--- config.mk ---
export PLATFORM = sky130hd
export DESIGN_NAME = load_store_unit
export DESIGN_NICKNAME = d
export VERILOG_FILES = /design/src/rtl/load_store_unit.sv
export SDC_FILE = /design/constraint.sdc
export NUM_CORES = 1
export LEC_CHECK = 0
export CAP_MARGIN = 30
export CORE_MARGIN = 2
export CORE_UTILIZATION = 49
export DETAILED_ROUTE_END_ITERATION = 6
export GPL_TIMING_DRIVEN = 1
export PLACE_DENSITY_LB_ADDON = 0.1
export SKIP_CTS_REPAIR_TIMING = 1
export SYNTH_ARGS = -nofsm -noshare
export SYNTH_HDL_FRONTEND = slang
export SYNTH_SLANG_ARGS = --single-unit
--- constraint.sdc ---
create_clock -name clk -period 2.9 [get_ports clk]
set_clock_uncertainty 0.1 [all_clocks]
set_input_delay 0.87 -clock clk [delete_from_list [all_inputs] [get_ports clk]]
set_output_delay 0.87 -clock clk [all_outputs]
set_load 0.01 [all_outputs]
--- src/rtl/load_store_unit.sv ---
`default_nettype none
`timescale 1ns/1ps
// +-----------------------------------------------------------------------------+
// | Module      : load_store_unit                                               |
// | Description : RV32I memory-access stage. Issues one request/grant/response  |
// |               transaction per load/store, lane-aligns store data, extracts  |
// |               and extends load data, and reports misaligned, timeout and    |
// |               illegal-funct3 faults. Stalls the core while busy.            |
// | Revision    : 1.0 - initial release                                         |
// +-----------------------------------------------------------------------------+
module load_store_unit #(
  parameter int unsigned TIMEOUT_CYCLES = 255
) (
  input  logic        clk,
  input  logic        rst_n,
  // execute-stage instruction
  input  logic        ex_valid,
  input  logic        ex_load,
  input  logic        ex_store,
  input  logic [2:0]  ex_funct3,
  input  logic [31:0] ex_addr,
  input  logic [31:0] ex_wdata,
  // core control / writeback
  output logic        stall,
  output logic        wb_valid,
  output logic [31:0] wb_data,
  output logic        fault,
  output logic [1:0]  fault_cause,
  // data-memory bus
  output logic        mem_req,
  output logic        mem_we,
  output logic [31:0] mem_addr,
  output logic [31:0] mem_wdata,
  output logic [3:0]  mem_wstrb,
  input  logic        mem_gnt,
  input  logic        mem_rvalid,
  input  logic [31:0] mem_rdata
);

  localparam logic [2:0] S_IDLE = 3'd0;
  localparam logic [2:0] S_REQ  = 3'd1;
  localparam logic [2:0] S_WAIT = 3'd2;
  localparam logic [2:0] S_DONE = 3'd3;
  localparam logic [2:0] S_ERR  = 3'd4;

  localparam logic [1:0] CAUSE_MISALIGN = 2'b01;
  localparam logic [1:0] CAUSE_TIMEOUT  = 2'b10;
  localparam logic [1:0] CAUSE_ILLEGAL  = 2'b11;

  // The counter holds the number of bus cycles already spent, so the last
  // permitted cycle is the one where it reads TIMEOUT_CYCLES-1.
  localparam logic [7:0] TMO_LAST = 8'(TIMEOUT_CYCLES - 1);

  // Registered state
  logic [2:0]  state_q,    state_d;
  logic [31:0] addr_q,     addr_d;
  logic [2:0]  funct3_q,   funct3_d;
  logic        is_load_q,  is_load_d;
  logic [3:0]  strb_q,     strb_d;
  logic [31:0] wdata_q,    wdata_d;
  logic [7:0]  tmo_q,      tmo_d;
  logic        mem_req_q,  mem_req_d;
  logic        wb_valid_q, wb_valid_d;
  logic [31:0] wb_data_q,  wb_data_d;
  logic        fault_q,    fault_d;
  logic [1:0]  cause_q,    cause_d;

  // Decode of the incoming instruction
  logic        start;
  logic        req_illegal;
  logic        req_misaligned;
  logic [3:0]  req_strb;
  logic [31:0] req_wdata;

  // Load data extraction
  logic [7:0]  ld_byte;
  logic [15:0] ld_half;
  logic [31:0] ld_value;

  // Timeout reached on this cycle
  logic        tmo_hit;

  assign start   = ex_valid & (ex_load | ex_store);
  assign tmo_hit = (tmo_q == TMO_LAST);

  // Classify the incoming access and build its byte lanes.
  always_comb begin
    req_illegal    = 1'b0;
    req_misaligned = 1'b0;
    req_strb       = 4'b0000;
    req_wdata      = ex_wdata;

    if (ex_load) begin
      case (ex_funct3)
        3'b000, 3'b001, 3'b010, 3'b100, 3'b101: req_illegal = 1'b0;
        default:                                req_illegal = 1'b1;
      endcase
    end else begin
      case (ex_funct3)
        3'b000, 3'b001, 3'b010: req_illegal = 1'b0;
        default:                req_illegal = 1'b1;
      endcase
    end

    // funct3[1:0] encodes access size for both loads and stores
    case (ex_funct3[1:0])
      2'b01:   req_misaligned = ex_addr[0];
      2'b10:   req_misaligned = |ex_addr[1:0];
      default: req_misaligned = 1'b0;
    endcase

    // Stores replicate the datum on every lane; the strobe picks the lane.
    if (ex_store) begin
      case (ex_funct3[1:0])
        2'b00: begin
          req_strb  = 4'b0001 << ex_addr[1:0];
          req_wdata = {4{ex_wdata[7:0]}};
        end
        2'b01: begin
          req_strb  = 4'b0011 << ex_addr[1:0];
          req_wdata = {2{ex_wdata[15:0]}};
        end
        default: begin
          req_strb  = 4'b1111;
          req_wdata = ex_wdata;
        end
      endcase
    end
  end

  // Select the addressed byte/half of the returned word and extend it.
  always_comb begin
    case (addr_q[1:0])
      2'b00:   ld_byte = mem_rdata[7:0];
      2'b01:   ld_byte = mem_rdata[15:8];
      2'b10:   ld_byte = mem_rdata[23:16];
      default: ld_byte = mem_rdata[31:24];
    endcase

    ld_half = addr_q[1] ? mem_rdata[31:16] : mem_rdata[15:0];

    case (funct3_q)
      3'b000:  ld_value = {{24{ld_byte[7]}}, ld_byte};
      3'b001:  ld_value = {{16{ld_half[15]}}, ld_half};
      3'b100:  ld_value = {24'h000000, ld_byte};
      3'b101:  ld_value = {16'h0000, ld_half};
      default: ld_value = mem_rdata;
    endcase
  end

  // Transaction sequencing, timeout and output-pulse generation.
  always_comb begin
    state_d    = state_q;
    addr_d     = addr_q;
    funct3_d   = funct3_q;
    is_load_d  = is_load_q;
    strb_d     = strb_q;
    wdata_d    = wdata_q;
    tmo_d      = tmo_q;
    wb_data_d  = wb_data_q;
    cause_d    = cause_q;
    mem_req_d  = 1'b0;
    wb_valid_d = 1'b0;
    fault_d    = 1'b0;

    case (state_q)
      S_IDLE: begin
        if (start) begin
          addr_d    = ex_addr;
          funct3_d  = ex_funct3;
          is_load_d = ex_load;
          strb_d    = req_strb;
          wdata_d   = req_wdata;
          if (req_illegal) begin
            state_d = S_ERR;
            fault_d = 1'b1;
            cause_d = CAUSE_ILLEGAL;
          end else if (req_misaligned) begin
            state_d = S_ERR;
            fault_d = 1'b1;
            cause_d = CAUSE_MISALIGN;
          end else begin
            state_d   = S_REQ;
            mem_req_d = 1'b1;
            tmo_d     = 8'd0;
          end
        end
      end

      S_REQ: begin
        tmo_d = tmo_q + 8'd1;
        // A completion on the timeout cycle still completes.
        if (!is_load_q && mem_gnt) begin
          state_d = S_DONE;
        end else if (is_load_q && mem_gnt && mem_rvalid) begin
          state_d    = S_DONE;
          wb_valid_d = 1'b1;
          wb_data_d  = ld_value;
        end else if (tmo_hit) begin
          state_d = S_ERR;
          fault_d = 1'b1;
          cause_d = CAUSE_TIMEOUT;
        end else if (mem_gnt) begin
          state_d = S_WAIT;
        end else begin
          mem_req_d = 1'b1;
        end
      end

      S_WAIT: begin
        tmo_d = tmo_q + 8'd1;
        if (mem_rvalid) begin
          state_d    = S_DONE;
          wb_valid_d = 1'b1;
          wb_data_d  = ld_value;
        end else if (tmo_hit) begin
          state_d = S_ERR;
          fault_d = 1'b1;
          cause_d = CAUSE_TIMEOUT;
        end
      end

      S_DONE:  state_d = S_IDLE;
      S_ERR:   state_d = S_IDLE;
      default: state_d = S_IDLE;
    endcase
  end

  // State and output registers; reset drops mem_req without waiting for a clock.
  always_ff @(posedge clk or negedge rst_n) begin
    if (!rst_n) begin
      state_q    <= S_IDLE;
      addr_q     <= 32'h0;
      funct3_q   <= 3'b000;
      is_load_q  <= 1'b0;
      strb_q     <= 4'b0000;
      wdata_q    <= 32'h0;
      tmo_q      <= 8'd0;
      mem_req_q  <= 1'b0;
      wb_valid_q <= 1'b0;
      wb_data_q  <= 32'h0;
      fault_q    <= 1'b0;
      cause_q    <= 2'b00;
    end else begin
      state_q    <= state_d;
      addr_q     <= addr_d;
      funct3_q   <= funct3_d;
      is_load_q  <= is_load_d;
      strb_q     <= strb_d;
      wdata_q    <= wdata_d;
      tmo_q      <= tmo_d;
      mem_req_q  <= mem_req_d;
      wb_valid_q <= wb_valid_d;
      wb_data_q  <= wb_data_d;
      fault_q    <= fault_d;
      cause_q    <= cause_d;
    end
  end

  assign stall = ((state_q == S_IDLE) & start) |
                 (state_q == S_REQ) |
                 (state_q == S_WAIT);

  assign wb_valid    = wb_valid_q;
  assign wb_data     = wb_data_q;
  assign fault       = fault_q;
  assign fault_cause = cause_q;

  assign mem_req   = mem_req_q;
  assign mem_we    = ~is_load_q & (|strb_q);
  assign mem_addr  = {addr_q[31:2], 2'b00};
  assign mem_wdata = wdata_q;
  assign mem_wstrb = strb_q;

endmodule
`default_nettype wire
# Yosys cells after proc, flatten, opt, wreduce, memory -nomap -nowiden
# Cells that the tools add are included.
dict set report word_totals {
  word_cells 126
  register_bits 120
  inputBits 106
  output_inout_bits 107
}
dict set report op_classes {
  n_eq_ne 25
  add_sub_neg 1
  n_shift 2
  bitwise 7
  muxes 57
  reduce_logical 22
}
# cell count
set op_table {}
lappend op_table {{32-bit two-way mux} 4}
lappend op_table {{32-bit one-hot mux with 2 select lines} 2}
lappend op_table {{32-bit one-hot mux with 4 select lines} 1}
lappend op_table {{3-bit two-way mux} 9}
lappend op_table {{8-bit two-way mux} 3}
lappend op_table {{8-bit one-hot mux with 3 select lines} 1}
lappend op_table {{1-bit two-way mux} 20}
lappend op_table {{16-bit two-way mux} 1}
lappend op_table {{2-bit != test, second input constant} 8}
lappend op_table {{8-bit one-hot mux with 2 select lines} 1}
lappend op_table {{2-bit two-way mux} 7}
lappend op_table {{3-bit == test, second input constant} 4}
lappend op_table {{3-bit by 1-bit == test with 1-bit output, second input constant} 3}
lappend op_table {{3-bit zero test} 3}
lappend op_table {{3-bit one-hot mux with 3 select lines} 1}
lappend op_table {{8-bit by 1-bit adder with 8-bit output, second input constant} 1}
lappend op_table {{8-bit == test, second input constant} 1}
lappend op_table {{4-bit one-hot mux with 2 select lines} 1}
lappend op_table {{4-bit AND reduction} 2}
lappend op_table {{3-bit by 2-bit == test with 1-bit output, second input constant} 2}
lappend op_table {{3-bit != test, second input constant} 2}
lappend op_table {{1-bit one-hot mux with 2 select lines} 3}
lappend op_table {{2-bit one-hot mux with 3 select lines} 1}
lappend op_table {{6-bit AND reduction} 1}
lappend op_table {{21 further kinds} 32}

# Longest topological paths before layout
dict set report logic_depth {
  ltp_word 7
  mapped_depth 9
  depth_no_buf 7
}

# Worst setup path after synthesis
# Ideal clock, no wire load.
dict set report synth_timing {
  kind {input to output}
  from {in ex_store}
  to {out stall}
  setup_slack_ns 0.363
  t_arrival_ns 1.567
  path_stages 4
  required_ns 1.930
  n_path_buf 2
  path_cell_list {clkbuf_1 -> o21a_1 -> o31a_1 -> buf_2}
}
dict set report synth_via {
  elab_chain_cells 5
}
# item line
set synth_lines {}
lappend synth_lines {{start: declaration} 19} ;# input logic ex_store,
lappend synth_lines {{1-bit OR} 83} ;# assign start = ex_valid & (ex_load | ex_store);
lappend synth_lines {{1-bit AND} 83}
lappend synth_lines {{1-bit AND} 260} ;# assign stall = ((state_q == S_IDLE) & start) |
lappend synth_lines {{1-bit OR} 260}
lappend synth_lines {{1-bit OR} 261} ;# (state_q == S_REQ) |
lappend synth_lines {{end: declaration} 24} ;# output logic stall,
# Every way passes these cells.

# Worst setup path after layout
dict set report layout_timing {
  from {in ex_load}
  to {out stall}
}
dict set report layout_via {
  elab_chain_cells 5
}
# item line
set layout_lines {}
lappend layout_lines {{start: declaration} 18} ;# input logic ex_load,
lappend layout_lines {{1-bit OR} 83}
lappend layout_lines {{1-bit AND} 83}
lappend layout_lines {{1-bit AND} 260}
lappend layout_lines {{1-bit OR} 260}
lappend layout_lines {{1-bit OR} 261}
# Every way passes these cells.

==> flow_metrics.tcl <==
set metrics [dict create \
    antenna_cells 0 \
    dr.first_iter.drc_count 404 \
    critical_path_required_ps 1930 \
    detailedRoute.firstPassIterationCount 7 \
    area_growth_pct 47.01 \
    end_kind "output port" \
    synth_cell_type_count 45 \
    max_freq_mhz 352.4 \
    cp_num_buf_inv 2 \
    drt-total-wl_um 16460 \
    maxCapViolCount 0 \
    cell_count_post_placement 969 \
    routed_wire_per_std_cell_um 16.44 \
    synth_warnings 0 \
    clock_path_buffers 2 \
    n_fill_cell 853 \
    run_status "finished with violations" \
    p_total_mw 8.885 \
    die_w_um 113.1 \
    synthesis.instances 660 \
    fin_worst_hold_slack_ps 372.0 \
    post-dp-hpwl_um 11570 \
    maxSlewHeadroom 0.5715 \
    cellLeakagePower_nw 3.933 \
    multi_input_area_mm2 0.002392 \
    cts_bufs_inserted 17 \
    gp_congestion 0.8093 \
    layout_setup_ws_ps 62.16 \
    number_of_core_rows 39 \
    grt_util_all_layers 0.2611 \
    clkTransAtPathRegs_ps 50 \
    die_h_um 113.1 \
    initial_utilization 0.5064 \
    final_util 0.7445 \
    design.die.area_mm2 0.01279 \
    synth_seq_area_share 0.5149 \
    post_dp_cell_area_mm2 0.007978 \
    arrival_ps 1870 \
    worstPathMaxFanout 3 \
    maxSlewViolCount 0 \
    core_area_mm2 0.01152 \
    grt_remaining_overflow 0 \
    synth_seq_cells 120 \
    vias 5329 \
    crit_chain "clkdlybuf4s50_1, o21a_1, o31a_1, clkbuf_2" \
    synth_area_mm2 0.005832 \
    htreeDepth 4 \
    pin_count 213 \
    path_delay_family "buffers and inverters" \
    clkLatencyLatePin_ps 410 \
    vias_per_cell 5.324 \
    fin_crit_sh 0.9786 \
    power.density_cell_area_mw_per_mm2 1036 \
    commonest_non_fill_non_tap_cell_in_the_layout "clkdlybuf4s50_1" \
    register_area_mm2 0.003003 \
    worstHoldPathType "flop to flop" \
    post_synth.cell_area_avg_um2 8.836 \
    netlist.top_cell.by_area "dfrtp_1" \
    fraction_of_final_layout_cells_sized_beyond_drive_strength_1 0.08741 \
    tritoncts "yes" \
    drcViolationCount 16 \
    netlist_top_cells_area "dfrtp_1 (51%), nand2_1 (12%), buf_4 (4.4%), a21oi_1 (3.9%), o21ai_0 (3.3%)" \
    grt_setup_unrepaired "no" \
    final_cell_area_mm2 0.008573 \
    worstSetupStartpointType "primary input" \
    ant_nets 0 \
    port_buffers 210 \
    critical_path.max_stage_delay_ps 410 \
    synth_top_flop_cell "dfrtp_1" \
    finalNonFillerCells 1001 \
    post-route-min-period_ps 2838 \
    number_of_global_route_vias_before_repair 5350 \
    synth_enable_flop_cells 0 \
    worst-slew-pin-transition_ps 642.7 \
    crit_type "primary input to output port" \
    antenna_found_initial 0 \
    dp_slack_ps -315.2 \
    setup_total_negative_slack_ps 0 \
    finish.net_count 956 \
    critPathSlowestCell "clkdlybuf4s50_1" \
    hold_violations 0 \
    number_of_sinks_driven_by_the_clock_tree 120 \
    violations_in_the_final_reports "design-rule violations" \
    grt_pass1_wl_um 26220 \
    synth_top_cell_area_share 0.5149 \
    ctsRootBufferMaster "clkbuf_16" \
    pin_count_of_the_biggest_net_entering_global_routing 81 \
    synth-async-reset-ratio 1.000 \
    worst_ir_drop_vdd_v 0.0006703 \
    most-common-layout-cells "clkdlybuf4s50_1 (207), nand2_1 (186), dfrtp_1 (120)" \
    final-setup-viol-count 0 \
]
==> synthesized netlist by cell type (8+ instances only) <==
cell type and instances:
nand2_1 187, clkbuf_1 25, nand2b_1 8, a21oi_1 45
nor2_1 48, dfrtp_1 120, nand3_1 35, buf_2 13
buf_4 34, mux2i_1 14, a22o_1 9, nand3b_1 8
o21ai_0 38, mux2_2 8, a211oi_1 9
==> final cells by class <==
class,count,area share
well taps,143,0.02087
flip-flops and latches,120,0.3503
repair buffers,238,0.2779
inverters,6,0.002627
clock buffers,24,0.05852
clock inverters,8,0.01080
multi-input cells,462,0.2790
==> worst paths after layout <==
kind	cells past startpoint	to	startpoint	slack [ps]
max reg2reg	4	wb_data[25]$_DFFE_PN0P_	state_q[0]$_DFFE_PN0P_	710
min	2	addr_q[8]$_DFFE_PN0P_	addr_q[8]$_DFFE_PN0P_	370
max in group asynchronous	2	mem_wdata[22]$_DFFE_PN0P_	rst_n	1660
min reg2reg	2	addr_q[8]$_DFFE_PN0P_	addr_q[8]$_DFFE_PN0P_	370
max	4	stall	ex_load	60
min in group asynchronous	1	wb_data[5]$_DFFE_PN0P_	rst_n	380
==> power breakdown <==
group | leakage [nW] | internal (mW) | switching [mW]
Combinational | 2.18 | 2.00 | 1.86
Clock | 0.296 | 1.37 | 0.725
Sequential | 1.46 | 2.43 | 0.502
==> layer usage <==
layer | vias to the layer above | wire (um) | track usage
met3 | 25 | 1302 | 0.07927
met1 | 2529 | 6696 | 0.3208
met5 | - | 0 | 0
met2 | 216 | 8178 | 0.4383
li1 | 2559 | - | -
met4 | 0 | 280 | 0.09268
==> state kept, by name (all words and copies together) (netlist names) <==
name and cells:
state_q 3, fault 1, wb_data 32, mem_wdata 32, tmo_q 8, funct3_q 3
fault_cause 2, addr_q 32, mem_wstrb 4, wb_valid 1, mem_req 1, is_load_q 1
==> worst min-delay path, cell delays in order, from the launching register on <==
cell,delay [ps]
dfrtp_1,340
nand2_1,50
nand2_1,50
==> cell families (layout without fill, tap and decap cells) <==
family / Yosys count / after routing / synth area share
other: 1 / 2 / 0.0006430
AND/OR/NAND/NOR: 315 / 315 / 0.2341
multiplexers: 23 / 23 / 0.04334
buffers and inverters: 79 / 276 / 0.07681
AO/OA/AOI/OAI: 117 / 117 / 0.1195
adder cells (fa/ha/maj): 5 / 5 / 0.01073
flip-flops: 120 / 120 / 0.5149
Note: power is estimated with default switching activity, not from simulation.
